`src/rtl/approx_err_monitor.sv`:
```
// Error characterization for an approximate W-bit adder: recomputes the exact sum per sample
// and accumulates error count, saturating sum of |error| and max |error| over a window.
module approx_err_monitor #(
    parameter int W         = 8,
    parameter int N_SAMPLES = 256,
    parameter int ACC_W     = 32
) (
    input  logic                           clk,
    input  logic                           rst_n,
    input  logic                           start,
    input  logic                           in_valid,
    output logic                           in_ready,
    input  logic [W-1:0]                   a,
    input  logic [W-1:0]                   b,
    input  logic                           cin,
    input  logic [W:0]                     approx_s,
    output logic                           busy,
    output logic                           done,
    output logic [$clog2(N_SAMPLES+1)-1:0] err_count,
    output logic [ACC_W-1:0]               sum_abs_err,
    output logic [W:0]                     max_abs_err
);
    localparam int CNT_W = $clog2(N_SAMPLES+1);
    localparam int SUM_W = ((ACC_W > W+1) ? ACC_W : W+1) + 1;
    localparam logic [CNT_W-1:0] LAST_CNT = CNT_W'(N_SAMPLES);
    localparam logic [ACC_W-1:0] ACC_MAX  = '1;

    typedef enum logic [1:0] {IDLE, RUN, DRAIN, DONE} state_t;

    state_t           state, state_nx;
    logic             clear;
    logic             accept;
    logic [CNT_W-1:0] acc_cnt;

    logic             vld_p1, vld_p2;
    logic [W:0]       exact_p1, approx_p1;
    logic [W:0]       diff_p2;

    function automatic logic [W:0] exact_sum(input logic [W-1:0] x, input logic [W-1:0] y,
                                             input logic c);
        return {1'b0, x} + {1'b0, y} + {{W{1'b0}}, c};
    endfunction

    function automatic logic [W:0] abs_diff(input logic [W:0] e, input logic [W:0] q);
        logic signed [W+1:0] d;
        logic signed [W+1:0] m;
        d = $signed({1'b0, e}) - $signed({1'b0, q});
        m = (d < 0) ? -d : d;
        return m[W:0];
    endfunction

    function automatic logic [ACC_W-1:0] sat_add(input logic [ACC_W-1:0] acc, input logic [W:0] d);
        logic [SUM_W-1:0] s;
        s = SUM_W'(acc) + SUM_W'(d);
        return (s > SUM_W'(ACC_MAX)) ? ACC_MAX : s[ACC_W-1:0];
    endfunction

    always_ff @(posedge clk or negedge rst_n) begin
        if (!rst_n) state <= IDLE;
        else        state <= state_nx;
    end

    always_comb begin
        state_nx = state;
        in_ready = 1'b0;
        busy     = 1'b0;
        done     = 1'b0;
        clear    = 1'b0;
        case (state)
            IDLE: begin
                if (start) begin
                    state_nx = RUN;
                    clear    = 1'b1;
                end
            end
            RUN: begin
                busy     = 1'b1;
                in_ready = (acc_cnt < LAST_CNT);
                if (acc_cnt == LAST_CNT) state_nx = DRAIN;
            end
            DRAIN: begin
                busy = 1'b1;
                if (!vld_p1 && !vld_p2) state_nx = DONE;
            end
            DONE: begin
                done = 1'b1;
                if (start) begin
                    state_nx = RUN;
                    clear    = 1'b1;
                end
            end
            default: state_nx = IDLE;
        endcase
    end

    assign accept = in_valid & in_ready;

    always_ff @(posedge clk or negedge rst_n) begin
        if (!rst_n) begin
            acc_cnt <= '0;
            vld_p1  <= 1'b0;
            vld_p2  <= 1'b0;
        end else if (clear) begin
            acc_cnt <= '0;
            vld_p1  <= 1'b0;
            vld_p2  <= 1'b0;
        end else begin
            if (accept) acc_cnt <= acc_cnt + CNT_W'(1);
            vld_p1 <= accept;
            vld_p2 <= vld_p1;
        end
    end

    // stage 1: exact sum and approximate result; stage 2: absolute error
    always_ff @(posedge clk) begin
        if (accept) begin
            exact_p1  <= exact_sum(a, b, cin);
            approx_p1 <= approx_s;
        end
        if (vld_p1) diff_p2 <= abs_diff(exact_p1, approx_p1);
    end

    // accumulators: results of the window, cleared on entry to RUN
    always_ff @(posedge clk or negedge rst_n) begin
        if (!rst_n) begin
            err_count   <= '0;
            sum_abs_err <= '0;
            max_abs_err <= '0;
        end else if (clear) begin
            err_count   <= '0;
            sum_abs_err <= '0;
            max_abs_err <= '0;
        end else if (vld_p2) begin
            if (diff_p2 != '0)        err_count <= err_count + CNT_W'(1);
            sum_abs_err <= sat_add(sum_abs_err, diff_p2);
            if (diff_p2 > max_abs_err) max_abs_err <= diff_p2;
        end
    end
endmodule
```
`config.mk`:
```
export PLATFORM = sky130hd
export DESIGN_NAME = approx_err_monitor
export DESIGN_NICKNAME = d
export VERILOG_FILES = /design/src/rtl/approx_err_monitor.sv
export SDC_FILE = /design/constraint.sdc
export NUM_CORES = 1
export LEC_CHECK = 0
export CAP_MARGIN = 20
export CORE_MARGIN = 1.5
export CORE_UTILIZATION = 30
export DETAILED_ROUTE_END_ITERATION = 8
export MAX_ROUTING_LAYER = met4
export SKIP_CTS_REPAIR_TIMING = 1
export SYNTH_ARGS = -nofsm -noshare
export SYNTH_HDL_FRONTEND = slang
export SYNTH_SLANG_ARGS = --single-unit
```
`constraint.sdc`:
```
create_clock -name clk -period 2.39 [get_ports clk]
set_input_delay 0.239 -clock clk [delete_from_list [all_inputs] [get_ports clk]]
set_output_delay 0.239 -clock clk [all_outputs]
set_load 0.02 [all_outputs]
```
* Yosys cells after proc, flatten, opt, wreduce, memory -nomap -nowiden *
Cells that the tools add are included.

word-level totals
  bits of input ports = 30
  output and inout port bits = 53
  bits in registers = 90

cells by class
  reductions and logical operators = 14
  eq/ne operators = 7
  order comparisons = 4
  bitwise logic cells = 1
  add/subtract/negate cells = 7
  mux-type cells = 23

operator list
  operator              count
  $mux 32               3
  $mux 9                9
  $add 32x9->33         1
  $gt 33x32->1 const B  1
  $add 9x1->9 const B   2
  $lt 10x1->1 const B   1
  $sub 9x9->10          1
  $add 8x8->9           1
  $add 9x1->9           1
  $eq 9x9->1 const B    1
  $gt 9x9->1            1
  $lt 9x9->1 const B    1
  $neg 9->9             1
  $reduce_bool 9->1     1
  $reduce_bool 2->1     4
  $mux 1                7
  $mux 2                3
  $pmux 2 s3            1
  $eq 2x2->1 const B    2
  $ne 2x2->1 const B    2
  $reduce_and 2->1      2
  $reduce_or 2->1       2
  $reduce_and 3->1      1
  $eq 2x1->1 const B    1
  5 further kinds       6

* Longest topological paths before layout *
  word-level depth = 5
  gate-level depth with buffers = 11

* Worst setup path before layout *
No wires, ideal clock.

  kind = reg-to-reg
  from = reg state[1]
  to = reg acc_cnt[3]
  arrival time = 2.407 ns
  required time = 2.258 ns
  setup slack = -0.149 ns
  clock period less this slack = 2.539 ns
  library setup time = 0.132 ns
  path buffers = 1
  stages on the path, launching flop included = 10
  cell sequence = dfrtp_1 inv_1 ha_1 nor2b_1 and2_1 clkbuf_1 and3_1 nand2_1 xor2_1 nor2_1

on the way
  word-level cells in the longest chain between the ends = 4
  elaborated cells on any way between the ends = 9
  those cells by class = 2 x eq/ne; 3 x mux; 1 x bitwise; 3 x reduce/logical

RTL lines
  item                                line  text
  start: declaration                  30    state_t state, state_nx;
  start signal: assignment            60    else state <= state_nx;
  $eq 2x1->1                          69    case (state)
  $mux 1                              69
  named net in_ready                  12    output logic in_ready,
  $and 1x1->1                         96    assign accept = in_valid & in_ready;
  named net accept                    32    logic accept;
  $reduce_bool 2->1 (no source line)  --
  end signal: assignment              108   if (accept) acc_cnt <= acc_cnt + CNT_W'(1);
  end: declaration                    33    logic [CNT_W-1:0] acc_cnt;

The timed path passes the listed nets, and every way through them passes these cells.
A chain may end at the register's enable or synchronous reset.

* Worst setup path after layout *
  from = reg exact_p1[0]
  to = reg diff_p2[7] (data pin)

on the way
  word-level cells in the longest chain between the ends = 3
  elaborated cells on any way between the ends = 4
  those cells by class = 2 x add/sub; 1 x order compare; 1 x mux

RTL lines
  item                                             line  text
  start: declaration                               36    logic [W:0] exact_p1, approx_p1;
  start signal: assignment                         117   exact_p1 <= exact_sum(a, b, cin);
  $sub 9x9->10 (*)                                 47    d = $signed({1'b0, e}) - $signed({1'b0, q});
  $neg 9->9 / $lt 10x1->1 (equally long branches)  48    m = (d < 0) ? -d : d;
  $mux 9 (*)                                       48
  end signal: assignment                           120   if (vld_p1) diff_p2 <= abs_diff(exact_p1, approx_p1);
  end: declaration                                 37    logic [W:0] diff_p2;

Every way passes the cells marked *; elsewhere a longest branch is shown, timed or not.

==> results.py <==
metrics = {
    "min_path": {
        "hold_path_class": "in -> async",
    },
    "timing": {
        "timing_max_transition_violations_final": 0,
        "finalHoldViolCount": 0,
        "finalSetupViolCount": 3,
        "hold_slack_ns": 0.302,
        "period_share_pct": 101,
        "min_period_ns": 2.40,
        "max_freq_ghz": 0.416,
        "finClkSkew_ns": 0.00695,
        "pin_slew_with_the_least_headroom_to_its_limit_ns": 0.618,
        "final_setup_tns_ns": -0.0221,
        "grt_setup_unrepaired": "yes",
        "timing.slew.headroom_pct": 58.6,
        "post-route-worst-setup-slack_ns": -0.0138,
    },
    "power_and_ir_drop": {
        "power_leakage_nw": 3.13,
        "switching_share_pct": 37.7,
        "switching_power_mw": 2.69,
        "vdd.ir_drop.worst_v": 0.000515,
        "clock_power_share_pct": 21.8,
        "combinational_cell_fraction_of_total_power_pct": 47.6,
        "power-per-cell-area_nw_per_um2": 971,
        "power_mw": 7.12,
        "p_int_mw": 4.44,
        "seqPwrFrac_pct": 30.6,
    },
    "final_layout": {
        "utilization_pct": 41.1,
        "drive_above_1_share_pct": 18.3,
        "n_antenna_cell": 0,
        "syn_to_final_growth_pct": 35.0,
        "final-instance-count-excl-fill": 892,
        "final_nets": 734,
    },
    "critical_path": {
        "reg2reg_depth": 11,
        "regToRegSetupSlack_ns": -0.01,
        "worst_path_max_delay_cell": "sky130_fd_sc_hd__o41a_1",
        "r2r_start": "exact_p1[0]$_DFFE_PP_",
        "crit_fanout": 2,
        "worstPathCellList": "inv_1 -> ha_2 -> inv_2 -> fa_2 -> nand3_2 -> a21boi_2 -> o21a_1 -> nor2_2 -> xnor2_2 -> o41a_1 -> xor2_1",
        "crit_end": "diff_p2[7]$_DFFE_PP_",
        "startpoint_type": "flip-flop",
        "worst_r2r_endpoint": "diff_p2[7]$_DFFE_PP_",
        "arrival_ns": 2.49,
        "crit_path_max_cell_delay_ns": 0.43,
        "crit_start": "exact_p1[0]$_DFFE_PP_",
        "end_kind": "flip-flop",
        "path_class": "reg -> reg",
        "worst-endpoint-required_ns": 2.47,
    },
    "floorplan": {
        "core-area_sq_um": 17800,
        "die_w_um": 138,
        "chipHeight_um": 138,
        "num_rows": 49,
        "ios": 83,
        "dieArea_sq_um": 18900,
        "start_util_pct": 30.5,
    },
    "synthesis": {
        "synth_top_cells_by_area": "sky130_fd_sc_hd__dfrtp_1, sky130_fd_sc_hd__edfxtp_1, sky130_fd_sc_hd__ha_1",
        "netlist_area_sq_um": 5430,
        "synth_top_cell_area_share_pct": 29.0,
        "flip_flop_and_latch_count_after_synthesis": 90,
        "yosysTopAreaCell": "sky130_fd_sc_hd__dfrtp_1",
        "net_count_of_the_mapped_netlist": 602,
        "postSynth.topFlopCell": "sky130_fd_sc_hd__dfrtp_1",
        "synth_cell_type_count": 70,
        "asyncSetResetFlopFracSynth_pct": 70.0,
        "postSynthAreaPerCell_sq_um": 10.3,
        "synth-seq-area-share_pct": 43.9,
        "yosysWarningCount": 0,
        "synthCells": 526,
        "synth_edf_count": 27,
    },
    "detailed_routing": {
        "drtAntennaViolNets": 0,
        "drt_first_pass_iters": 4,
        "vias_per_cell": 4.96,
        "vias": 4426,
        "wl_per_cell_um": 14.1,
        "wirelength_um": 12500,
        "drt_first_iter_violations": 250,
        "drc": 0,
    },
    "placement": {
        "buffer_ports.inserted": 82,
        "place.detailed.hpwl_um": 9420,
        "place.detailed.instances": 869,
        "gpl.final_weighted_congestion": 0.865,
    },
    "clock_tree": {
        "cts_max_path_buffers": 2,
        "clock_pin_transition_on_the_worst_setup_and_hold_timing_paths_ns": 0.07,
        "cts.sink_count": 90,
        "clk-insertion-delay-late_ns": 0.35,
        "tritoncts": "built",
        "count_of_h_tree_levels_built_during_cts": 3,
        "clock_root_buffer_master": "sky130_fd_sc_hd__clkbuf_16",
        "tritoncts.num_buffers": 9,
    },
    "job": {
        "max_cap_violations": 0,
    },
    "run_status": {
        "violations": "setup timing",
        "run_status": "finished, violations left",
    },
    "global_route": {
        "initial_antenna_violation_count": 0,
        "globalRouteTotalUtil_pct": 14.3,
        "via_count_of_the_first_global_routing_pass": 4358,
        "grt_start_max_net_pins": 45,
        "gr-total-overflow": 0,
        "global_route_wire_length_before_repair_um": 20800,
    },
}
-- metrics by stage --
stage,setup WS [ns],area (sq um)
after floorplan,0.00543,5440
after global routing,-0.119,7340
final,-0.0138,7340
after detailed placement,-0.170,6840
after global placement,-0.131,6840
after CTS,-0.0930,7170
-- kinds of logic after synthesis --
kind of cell	synth area share, %
buf+inv	4.19
compound gates	15.8
flops	43.9
fa+ha+maj	11.1
mux	1.84
simple gates	16.2
xor+xnor	6.93
-- power groups by stage --
stage	clock [mW]	combinational [mW]	sequential, mW
6_report	1.55	3.39	2.18
5_1_grt	1.66	3.74	2.22
4_1_cts	1.59	3.28	2.18
3_5_place_dp	0	3.27	2.21
3_3_place_gp	0	3.18	2.21
2_1_floorplan	0	1.85	2.33
-- metal layers --
layer	global-route usage [%]	wire (um)	share of wire, %	vias up
met5	-	0	0	-
met4	6.26	280	2.2	0
met3	2.91	505	4.0	24
met2	23.9	6230	50	102
met1	16.8	5530	44	2117
li1	-	-	-	2183
-- cell type report --
class | instances | area, sq um
fillers | 1668 | 10500
flip-flops and latches | 90 | 2390
clock buffers | 9 | 225
multi-input cells | 380 | 2930
well taps | 229 | 287
clock inverters | 7 | 98.8
inverters | 41 | 154
repair buffers | 136 | 1260
-- worst min path at each step --
stage	startpoint	endpoint	slack, ns	cells after the start
global placement	rst_n	max_abs_err[6]$_DFFE_PN0P_	0.14	1
floorplan	rst_n	acc_cnt[0]$_DFFE_PN0P_	-0.06	0
global route	rst_n	max_abs_err[2]$_DFFE_PN0P_	0.33	2
detailed placement	rst_n	max_abs_err[6]$_DFFE_PN0P_	0.14	1
CTS	rst_n	max_abs_err[1]$_DFFE_PN0P_	-0.23	1
finish	rst_n	max_abs_err[2]$_DFFE_PN0P_	0.30	2
-- cell usage after synthesis (5+ instances only) --
cell type                   n
sky130_fd_sc_hd__a21o_1    11
sky130_fd_sc_hd__a21oi_1   34
sky130_fd_sc_hd__a311oi_1   7
sky130_fd_sc_hd__a31oi_1   10
sky130_fd_sc_hd__and3_1    10
sky130_fd_sc_hd__buf_2      5
sky130_fd_sc_hd__clkbuf_1   8
sky130_fd_sc_hd__dfrtp_1   63
sky130_fd_sc_hd__edfxtp_1  27
sky130_fd_sc_hd__ha_1      42
sky130_fd_sc_hd__inv_1     41
sky130_fd_sc_hd__mux2i_1   10
sky130_fd_sc_hd__nand2_1   32
sky130_fd_sc_hd__nand3_1   11
sky130_fd_sc_hd__nand4_1    9
sky130_fd_sc_hd__nor2_1    45
sky130_fd_sc_hd__nor2b_1    7
sky130_fd_sc_hd__nor3_1    11
sky130_fd_sc_hd__o21ai_0   22
sky130_fd_sc_hd__o21ai_1    5
sky130_fd_sc_hd__xnor2_1   20
sky130_fd_sc_hd__xor2_1    23
-- sequential cells by signal, summed over array words and instances, names as in the netlist --
name,flops
vld_p2,1
vld_p1,1
exact_p1,9
max_abs_err,9
acc_cnt,9
diff_p2,9
err_count,9
sum_abs_err,32
approx_p1,9
state,2
-- cells in the final DEF, fill, tap and decap left out, types with 4 or more instances in the layout --
cell / count
sky130_fd_sc_hd__clkdlybuf4s50_1: 81
sky130_fd_sc_hd__dfrtp_1: 62
sky130_fd_sc_hd__buf_4: 49
sky130_fd_sc_hd__nor2_1: 44
sky130_fd_sc_hd__inv_1: 39
sky130_fd_sc_hd__ha_1: 38
sky130_fd_sc_hd__a21oi_1: 33
sky130_fd_sc_hd__nand2_1: 32
sky130_fd_sc_hd__edfxtp_1: 27
sky130_fd_sc_hd__xor2_1: 23
sky130_fd_sc_hd__o21ai_0: 22
sky130_fd_sc_hd__xnor2_1: 18
sky130_fd_sc_hd__a21o_1: 11
sky130_fd_sc_hd__a31oi_1: 10
sky130_fd_sc_hd__nand3_1: 10
sky130_fd_sc_hd__and3_1: 10
sky130_fd_sc_hd__mux2i_1: 10
sky130_fd_sc_hd__nor3_1: 9
sky130_fd_sc_hd__nand4_1: 9
sky130_fd_sc_hd__clkbuf_16: 9
sky130_fd_sc_hd__a311oi_1: 7
sky130_fd_sc_hd__nor2b_1: 5
sky130_fd_sc_hd__nor2_2: 4
sky130_fd_sc_hd__and2_1: 4
sky130_fd_sc_hd__and4_1: 4
-- worst max-delay path: cells and delay by family, from the launching register on --
family	cells	cell delay, ns
compound gates	3	0.69
fa+ha+maj	2	0.52
flops	1	0.36
xor+xnor	2	0.25
simple gates	2	0.22
buf+inv	2	0.10
No activity file was read; power rests on OpenSTA's default activity.
